$ cat src/rtl/ldpc_framer_ctrl.sv
// Configuration and acquisition sequencer for the LDPC frame synchronizer.
// Owns framer code/threshold inputs, resets the framer on config change, and auto-searches code configs.
module ldpc_framer_ctrl #(
    parameter int unsigned APPLY_CYCLES = 4,
    parameter int unsigned DWELL_W      = 24
) (
    input  logic                clk,
    input  logic                reset,
    input  logic                clkEn,
    input  logic                cfgWrite,
    input  logic                cfgAutoDetect,
    input  logic                cfgCodeLength4096,
    input  logic [1:0]          cfgCodeRate,
    input  logic signed [10:0]  cfgAcqThreshold,
    input  logic signed [10:0]  cfgTrkThreshold,
    input  logic [DWELL_W-1:0]  cfgDwellBits,
    input  logic                framerFrameSync,
    output logic                framerReset,
    output logic                codeLength4096,
    output logic [1:0]          codeRate,
    output logic signed [10:0]  syncThreshold,
    output logic                locked,
    output logic [2:0]          searchIndex,
    output logic                lockLost,
    output logic                searchTimeout
);

    localparam int unsigned THR_W   = 11;
    localparam int unsigned IDX_W   = 3;
    localparam int unsigned APPLY_W = (APPLY_CYCLES > 1) ? $clog2(APPLY_CYCLES) : 1;

    localparam logic [1:0] LDPC_RATE_1_2 = 2'd0;
    localparam logic [1:0] LDPC_RATE_2_3 = 2'd1;
    localparam logic [1:0] LDPC_RATE_4_5 = 2'd2;

    localparam logic [IDX_W-1:0]        LAST_IDX   = IDX_W'(5);
    localparam logic [IDX_W-1:0]        LONG_BASE  = IDX_W'(3);
    localparam logic [APPLY_W-1:0]      APPLY_LAST = APPLY_W'(APPLY_CYCLES - 1);
    localparam logic signed [THR_W-1:0] ACQ_RST    = THR_W'(48);
    localparam logic signed [THR_W-1:0] TRK_RST    = THR_W'(32);
    localparam logic [DWELL_W-1:0]      DWELL_RST  = DWELL_W'(32'h0001_0000);

    typedef enum logic [1:0] {
        ST_APPLY  = 2'd0,
        ST_SEARCH = 2'd1,
        ST_LOCKED = 2'd2
    } state_t;

    state_t state, state_next;

    logic [APPLY_W-1:0]      apply_cnt, apply_cnt_next;
    logic [DWELL_W-1:0]      dwell_cnt, dwell_cnt_next;
    logic                    auto_mode, auto_mode_next;
    logic [IDX_W-1:0]        manual_idx, manual_idx_next;
    logic signed [THR_W-1:0] acq_thr, acq_thr_next;
    logic signed [THR_W-1:0] trk_thr, trk_thr_next;
    logic [DWELL_W-1:0]      dwell_len, dwell_len_next;
    logic [IDX_W-1:0]        index_next;
    logic                    expire;

    logic                    framer_reset_next;
    logic                    code_len_next;
    logic [1:0]              code_rate_next;
    logic signed [THR_W-1:0] threshold_next;
    logic                    locked_next;
    logic                    lock_lost_next;
    logic                    timeout_next;

    // Reserved rate encoding folds onto rate 1/2.
    function automatic logic [IDX_W-1:0] manual_index(input logic len4096, input logic [1:0] rate);
        logic [IDX_W-1:0] ofs;
        case (rate)
            LDPC_RATE_2_3: ofs = IDX_W'(1);
            LDPC_RATE_4_5: ofs = IDX_W'(2);
            default:       ofs = IDX_W'(0);
        endcase
        return (len4096 ? LONG_BASE : IDX_W'(0)) + ofs;
    endfunction

    assign expire = (state == ST_SEARCH) && clkEn && (dwell_len != '0)
                    && (dwell_cnt == dwell_len - DWELL_W'(1));

    always_ff @(posedge clk) begin
        if (reset) begin
            state <= ST_APPLY;
        end else begin
            state <= state_next;
        end
    end

    // Next state: cfgWrite beats frame sync, which beats dwell expiry.
    always_comb begin
        state_next = state;
        if (cfgWrite) begin
            state_next = ST_APPLY;
        end else begin
            case (state)
                ST_APPLY:  if (apply_cnt == APPLY_LAST) state_next = ST_SEARCH;
                ST_SEARCH: begin
                    if (framerFrameSync)        state_next = ST_LOCKED;
                    else if (expire && auto_mode) state_next = ST_APPLY;
                end
                ST_LOCKED: if (!framerFrameSync) state_next = ST_SEARCH;
                default:   state_next = ST_APPLY;
            endcase
        end
    end

    // Next values for counters, latched config and the registered outputs.
    always_comb begin
        apply_cnt_next  = '0;
        dwell_cnt_next  = '0;
        auto_mode_next  = auto_mode;
        manual_idx_next = manual_idx;
        acq_thr_next    = acq_thr;
        trk_thr_next    = trk_thr;
        dwell_len_next  = dwell_len;
        index_next      = searchIndex;
        lock_lost_next  = 1'b0;
        timeout_next    = 1'b0;

        if (state == ST_APPLY && !cfgWrite) begin
            apply_cnt_next = apply_cnt + APPLY_W'(1);
        end

        if (state == ST_SEARCH) begin
            if (expire)     dwell_cnt_next = '0;
            else if (clkEn) dwell_cnt_next = dwell_cnt + DWELL_W'(1);
            else            dwell_cnt_next = dwell_cnt;
        end

        if (cfgWrite) begin
            auto_mode_next  = cfgAutoDetect;
            manual_idx_next = manual_index(cfgCodeLength4096, cfgCodeRate);
            acq_thr_next    = cfgAcqThreshold;
            trk_thr_next    = cfgTrkThreshold;
            dwell_len_next  = cfgDwellBits;
            index_next      = cfgAutoDetect ? IDX_W'(0) : manual_index(cfgCodeLength4096, cfgCodeRate);
        end else if (state == ST_SEARCH && !framerFrameSync && expire) begin
            timeout_next = 1'b1;
            if (auto_mode) begin
                index_next = (searchIndex == LAST_IDX) ? IDX_W'(0) : searchIndex + IDX_W'(1);
            end
        end else if (state == ST_LOCKED && !framerFrameSync) begin
            lock_lost_next = 1'b1;
        end

        framer_reset_next = (state_next == ST_APPLY);
        locked_next       = (state_next == ST_LOCKED);
        threshold_next    = locked_next ? trk_thr_next : acq_thr_next;
        code_len_next     = (index_next >= LONG_BASE);
        code_rate_next    = code_len_next ? 2'(index_next - LONG_BASE) : index_next[1:0];
    end

    always_ff @(posedge clk) begin
        if (reset) begin
            apply_cnt      <= '0;
            dwell_cnt      <= '0;
            auto_mode      <= 1'b0;
            manual_idx     <= '0;
            acq_thr        <= ACQ_RST;
            trk_thr        <= TRK_RST;
            dwell_len      <= DWELL_RST;
            framerReset    <= 1'b1;
            codeLength4096 <= 1'b0;
            codeRate       <= LDPC_RATE_1_2;
            syncThreshold  <= ACQ_RST;
            locked         <= 1'b0;
            searchIndex    <= '0;
            lockLost       <= 1'b0;
            searchTimeout  <= 1'b0;
        end else begin
            apply_cnt      <= apply_cnt_next;
            dwell_cnt      <= dwell_cnt_next;
            auto_mode      <= auto_mode_next;
            manual_idx     <= manual_idx_next;
            acq_thr        <= acq_thr_next;
            trk_thr        <= trk_thr_next;
            dwell_len      <= dwell_len_next;
            framerReset    <= framer_reset_next;
            codeLength4096 <= code_len_next;
            codeRate       <= code_rate_next;
            syncThreshold  <= threshold_next;
            locked         <= locked_next;
            searchIndex    <= index_next;
            lockLost       <= lock_lost_next;
            searchTimeout  <= timeout_next;
        end
    end

endmodule

$ cat config.mk
export PLATFORM = sky130hd
export DESIGN_NAME = ldpc_framer_ctrl
export DESIGN_NICKNAME = d
export VERILOG_FILES = /design/src/rtl/ldpc_framer_ctrl.sv
export SDC_FILE = /design/constraint.sdc
export NUM_CORES = 1
export LEC_CHECK = 0
export ABC_CLOCK_PERIOD_IN_PS = 6600
export CAP_MARGIN = 20
export CORE_MARGIN = 2
export CORE_UTILIZATION = 59
export CTS_CLUSTER_DIAMETER = 50
export DETAILED_ROUTE_END_ITERATION = 12
export PLACE_DENSITY = 0.86
export SLEW_MARGIN = 10
export SYNTH_ARGS = -nofsm -noshare
export SYNTH_HDL_FRONTEND = slang
export SYNTH_SLANG_ARGS = --single-unit
$ cat constraint.sdc
create_clock -name clk -period 6.6 [get_ports clk]
set_clock_uncertainty 0.2 [all_clocks]
set_input_delay 1.32 -clock clk [delete_from_list [all_inputs] [get_ports clk]]
set_output_delay 1.32 -clock clk [all_outputs]
set_load 0.02 [all_outputs]
==> impl_results.html <==
<table>
<tr><th>Metric</th><th>Value</th></tr>
<tr><th colspan="2">Layout</th></tr>
<tr><td>Final Non-Filler Cells</td><td>roughly 720</td></tr>
<tr><td>Antenna fix cells</td><td>0</td></tr>
<tr><td>Synthesis-to-finish area growth</td><td>19.1%</td></tr>
<tr><td>Final std cell area, no fill</td><td>about 6000 µm²</td></tr>
<tr><td>Register area</td><td>1920 µm²</td></tr>
<tr><td>Multi-input combinational cell area</td><td>2890 µm²</td></tr>
<tr><td>Layout cells sized above 1</td><td>7.47%</td></tr>
<tr><td>Nets</td><td>around 670</td></tr>
<tr><td>FILL cells</td><td>610</td></tr>
<tr><th colspan="2">Drt</th></tr>
<tr><td>Post-DR wirelength/cell</td><td>15.7 µm</td></tr>
<tr><td>First-pass iteration count of the detailed router</td><td>5</td></tr>
<tr><td>Met1 Routed Length</td><td>4.74 mm</td></tr>
<tr><td>Via density per instance</td><td>between 5 and 6</td></tr>
<tr><td>DRT iter0 DRCs</td><td>238</td></tr>
<tr><td>Routed length on met3</td><td>about 700 µm</td></tr>
<tr><td>DRC</td><td>0</td></tr>
<tr><td>Vias</td><td>4,158</td></tr>
<tr><td>Highest routing layer actually used</td><td>met4</td></tr>
<tr><td>Antenna Nets Post-Route</td><td>0</td></tr>
<tr><td>Detailed Route WL</td><td>11.3 mm</td></tr>
<tr><td>Met2 wire length</td><td>5.65 mm</td></tr>
<tr><th colspan="2">STA</th></tr>
<tr><td>Final setup margin</td><td>1.93 ns</td></tr>
<tr><td>Total of endpoints with negative setup slack in the final report</td><td>0</td></tr>
<tr><td>Peak Freq</td><td>0.214 GHz</td></tr>
<tr><td>Final worst path period share</td><td>approximately 71%</td></tr>
<tr><td>Slew HR</td><td>a little under a third</td></tr>
<tr><td>Accumulated negative setup slack</td><td>0 ns</td></tr>
<tr><td>Number of hold-slack violations in the final timing report</td><td>0</td></tr>
<tr><td>Slew Viols, Final</td><td>0</td></tr>
<tr><td>Time the final worst path needs with I/O delays and setup</td><td>4.67 ns</td></tr>
<tr><td>Slew of the pin with the lowest slew margin</td><td>approximately 1.0 ns</td></tr>
<tr><td>RSZ-0062 raised after global routing</td><td>no</td></tr>
<tr><th colspan="2">Synth</th></tr>
<tr><td>Most used flip-flop cell after synthesis</td><td>sky130_fd_sc_hd__dfxtp_1</td></tr>
<tr><td>Cell count after synthesis</td><td>552</td></tr>
<tr><td>Ys Warns</td><td>0</td></tr>
<tr><td>Share of synthesized area occupied by flip-flops and latches</td><td>about two fifths</td></tr>
<tr><td>Share of the synthesized area in the top cell type</td><td>38.4%</td></tr>
<tr><td>Top cells by area, synth</td><td>sky130_fd_sc_hd__dfxtp_1 38%, sky130_fd_sc_hd__mux2i_1 11%, sky130_fd_sc_hd__nor2_1 8.8%, sky130_fd_sc_hd__xor2_1 4.9%, sky130_fd_sc_hd__xnor2_1 4.2%</td></tr>
<tr><td>Synth async-reset ratio</td><td>0%</td></tr>
<tr><td>Count of different cell masters after synthesis</td><td>~70</td></tr>
<tr><td>Number of register bits inferred by synthesis</td><td>96</td></tr>
<tr><td>Post-synth EDFFs</td><td>0</td></tr>
<tr><td>Commonest cells in the netlist</td><td>117 x sky130_fd_sc_hd__nor2_1, 96 x sky130_fd_sc_hd__dfxtp_1, 56 x sky130_fd_sc_hd__mux2i_1</td></tr>
<tr><td>Library cell occupying the most area in the post-synthesis netlist</td><td>sky130_fd_sc_hd__dfxtp_1</td></tr>
<tr><td>Synth Net Count</td><td>around 610</td></tr>
<tr><td>Library cell with the highest instance count after synthesis</td><td>sky130_fd_sc_hd__nor2_1</td></tr>
<tr><td>Post-Synthesis Cell Area</td><td>about 5000 µm²</td></tr>
<tr><td>Mapped Avg Cell Area</td><td>9.06 µm²</td></tr>
<tr><th colspan="2">Clock tree</th></tr>
<tr><td>Clock sinks</td><td>96</td></tr>
<tr><td>Maximum root-to-sink buffer count</td><td>2</td></tr>
<tr><td>Post-CTS Repair Setup Buffers</td><td>0</td></tr>
<tr><td>CTS clock-pin slew for the worst setup and hold paths</td><td>~0.1 ns</td></tr>
<tr><td>Deepest level of the CTS H-tree</td><td>3</td></tr>
<tr><td>Post_cts resized</td><td>0</td></tr>
<tr><td>TritonCTS clock tree</td><td>yes</td></tr>
<tr><td>Clock latency at the later pin of the worst-skew pair</td><td>0.37 ns</td></tr>
<tr><td>Clk Tree Root Cell</td><td>sky130_fd_sc_hd__clkbuf_8</td></tr>
<tr><td>CTS Hold Bufs</td><td>0</td></tr>
<tr><td>Clock buffers created by TritonCTS</td><td>9</td></tr>
<tr><th colspan="2">Job</th></tr>
<tr><td>Max Cap Violations</td><td>0</td></tr>
<tr><th colspan="2">Power and ir drop</th></tr>
<tr><td>Static Leakage</td><td>2.34 nW</td></tr>
<tr><td>Peak supply drop</td><td>0.129 mV</td></tr>
<tr><td>Power per standard cell area</td><td>211 nW/µm²</td></tr>
<tr><td>Power, Total</td><td>roughly 0.0013 W</td></tr>
<tr><th colspan="2">Setup path</th></tr>
<tr><td>Maximum cell stage delay along the critical path</td><td>a little over 0.6 ns</td></tr>
<tr><td>Kind of capture point of the worst setup path</td><td>flip-flop</td></tr>
<tr><td>Required time of the worst setup path</td><td>around 6.7 ns</td></tr>
<tr><td>Endpoint of the worst-slack reg-to-reg timing path</td><td>codeRate[0]$_SDFF_PP0_</td></tr>
<tr><td>Kind of launch point of the worst setup path</td><td>primary input</td></tr>
<tr><td>Register-to-register setup slack</td><td>2.13 ns</td></tr>
<tr><td>Worst-path cell chain</td><td>clkdlybuf4s50_1 &gt; nand4_1 &gt; a2111o_1 &gt; nor2_1 &gt; nand3_1 &gt; a2111oi_4 &gt; mux2i_1 &gt; a211oi_1 &gt; inv_1 &gt; ha_1 &gt; a2111oi_4 &gt; o211ai_2 &gt; a21oi_2</td></tr>
<tr><td>Standard cell with the maximum stage delay on the critical path</td><td>sky130_fd_sc_hd__clkdlybuf4s50_1</td></tr>
<tr><td>CP most frequent cell</td><td>sky130_fd_sc_hd__a2111oi_4</td></tr>
<tr><td>Category of the most critical setup path</td><td>in -&gt; reg</td></tr>
<tr><td>Reg2reg path depth</td><td>15</td></tr>
<tr><td>Reg2Reg Launch Point</td><td>dwell_len[0]$_SDFFE_PP0P_</td></tr>
<tr><td>Arrival time of data at the critical path endpoint</td><td>4.78 ns</td></tr>
<tr><td>Max FO, Critical Path</td><td>6</td></tr>
<tr><th colspan="2">Global routing</th></tr>
<tr><td>Remaining global-route overflow</td><td>0</td></tr>
<tr><td>Global router's overall resource usage</td><td>25.9%</td></tr>
<tr><td>Antenna violations before repair</td><td>0</td></tr>
<tr><td>Vias in the first global route</td><td>around 4,100</td></tr>
<tr><td>First-pass GRT wire length</td><td>18.6 mm</td></tr>
<tr><td>Largest net degree at the start of global routing</td><td>81</td></tr>
<tr><th colspan="2">Worst hold path</th></tr>
<tr><td>Endpoint, Worst Hold</td><td>apply_cnt[0]$_SDFF_PP0_</td></tr>
<tr><td>Hold Path Stages</td><td>1</td></tr>
<tr><td>Hold Crit Start</td><td>apply_cnt[0]$_SDFF_PP0_</td></tr>
<tr><td>Worst hold-check path type</td><td>reg -&gt; reg</td></tr>
<tr><th colspan="2">Floorplan</th></tr>
<tr><td>Core region area</td><td>8220 µm²</td></tr>
<tr><td>I/O pin total</td><td>76</td></tr>
<tr><td>Effective utilization at floorplan</td><td>60.8%</td></tr>
<tr><td>Total number of placement rows</td><td>33</td></tr>
<tr><td>Height of the die</td><td>roughly 96 µm</td></tr>
<tr><td>Area of the die</td><td>approximately 9200 µm²</td></tr>
<tr><td>Die W</td><td>96.0 µm</td></tr>
<tr><th colspan="2">Place</th></tr>
<tr><td>Post-place setup slack</td><td>1.62 ns</td></tr>
<tr><td>Cell count after placement</td><td>705</td></tr>
<tr><td>Gp weighted congestion</td><td>0.959</td></tr>
<tr><td>Number of port buffers</td><td>75</td></tr>
<tr><td>Half-perimeter wire length after detailed placement</td><td>between 8 and 9 mm</td></tr>
<tr><td>Placed instance area</td><td>around 5700 µm²</td></tr>
<tr><th colspan="2">Run status</th></tr>
<tr><td>Result of the run</td><td>finished clean</td></tr>
</table>
-- registers in the layout (all words and copies together), names as in the netlist, 2 cells and up --
signal	flops
searchIndex	3
codeRate	2
state	2
apply_cnt	2
dwell_len	24
trk_thr	11
dwell_cnt	24
acq_thr	11
syncThreshold	11
-- final cells by class --
type	count	share of cell area, %
Clock buffer	9	2.08
Clock inverter	7	1.68
Inverter	8	0.505
Multi-Input combinational cell	419	48.5
Sequential cell	96	32.3
Tap cell	105	2.21
Timing Repair Buffer	77	12.7
-- worst max path at each step --
| stage | startpoint | end | slack, ns | cells after the start |
|---|---|---|---|---|
| finish | clkEn | codeRate[0]$_SDFF_PP0_ | 1.93 | 13 |
| global route | clkEn | codeRate[0]$_SDFF_PP0_ | 1.73 | 13 |
| CTS | clkEn | codeRate[0]$_SDFF_PP0_ | 1.99 | 13 |
| detailed placement | clkEn | codeRate[1]$_SDFF_PP0_ | 1.62 | 13 |
| global placement | clkEn | codeRate[0]$_SDFF_PP0_ | 1.80 | 13 |
| floorplan | clkEn | codeRate[0]$_SDFF_PP0_ | 2.71 | 12 |
-- per-layer routing --
metal,vias to the layer above,GRT usage [%]
li1,2058,-
met1,1947,31.3
met2,128,43.9
met3,25,6.58
met4,0,10.5
met5,-,0
-- cells by family (layout without fill, tap and decap cells) --
kind of cell	Yosys count	after routing	share of synthesized area, %
compound gates	68	68	10.5
simple gates	234	234	24.6
fa+ha+maj	7	7	1.90
xor+xnor	52	52	9.11
mux	58	58	11.7
buf+inv	37	101	3.80
flops	96	96	38.4
-- worst max-delay path: cells and delay by family --
family                   cells  cell delay [ns]
AO/OA/AOI/OAI                6             1.95
adder cells (fa/ha/maj)      1             0.22
buffers and inverters        2             0.72
multiplexers                 1             0.18
AND/OR/NAND/NOR              3             0.39
-- power breakdown --
part | internal, W | switching [W]
Clock | 0.000188 | 0.000235
Combinational | 0.000103 | 0.000102
Sequential | 0.000603 | 0.0000265
-- through the flow --
step / hold slack (ns) / utilization (%)
after floorplan: 0.206 / -
after global placement: 0.222 / 69.7
after detailed placement: 0.238 / 69.7
after CTS: 0.253 / 72.4
after global routing: 0.266 / 72.4
final: 0.245 / 72.4
-- cells in the final DEF (no fill, tap or decap), types with 3 or more instances in the layout --
cell                                n
sky130_fd_sc_hd__nor2_1           117
sky130_fd_sc_hd__dfxtp_1           96
sky130_fd_sc_hd__clkdlybuf4s50_1   73
sky130_fd_sc_hd__mux2i_1           56
sky130_fd_sc_hd__xor2_1            28
sky130_fd_sc_hd__xnor2_1           24
sky130_fd_sc_hd__a21oi_1           22
sky130_fd_sc_hd__nand2_1           20
sky130_fd_sc_hd__nand4_1           18
sky130_fd_sc_hd__nand3_1           13
sky130_fd_sc_hd__and3_1            10
sky130_fd_sc_hd__nor2b_1            9
sky130_fd_sc_hd__clkbuf_8           9
sky130_fd_sc_hd__inv_1              8
sky130_fd_sc_hd__nand2b_1           7
sky130_fd_sc_hd__nor4_1             7
sky130_fd_sc_hd__a211o_1            6
sky130_fd_sc_hd__ha_1               6
sky130_fd_sc_hd__nor3_1             5
sky130_fd_sc_hd__a211oi_1           5
sky130_fd_sc_hd__o21ai_0            4
sky130_fd_sc_hd__nor4_4             3
sky130_fd_sc_hd__and4_1             3
sky130_fd_sc_hd__o21a_1             3
sky130_fd_sc_hd__o31ai_1            3
sky130_fd_sc_hd__or2_2              3
sky130_fd_sc_hd__buf_4              3
Note: power is estimated with default switching activity, not from simulation.
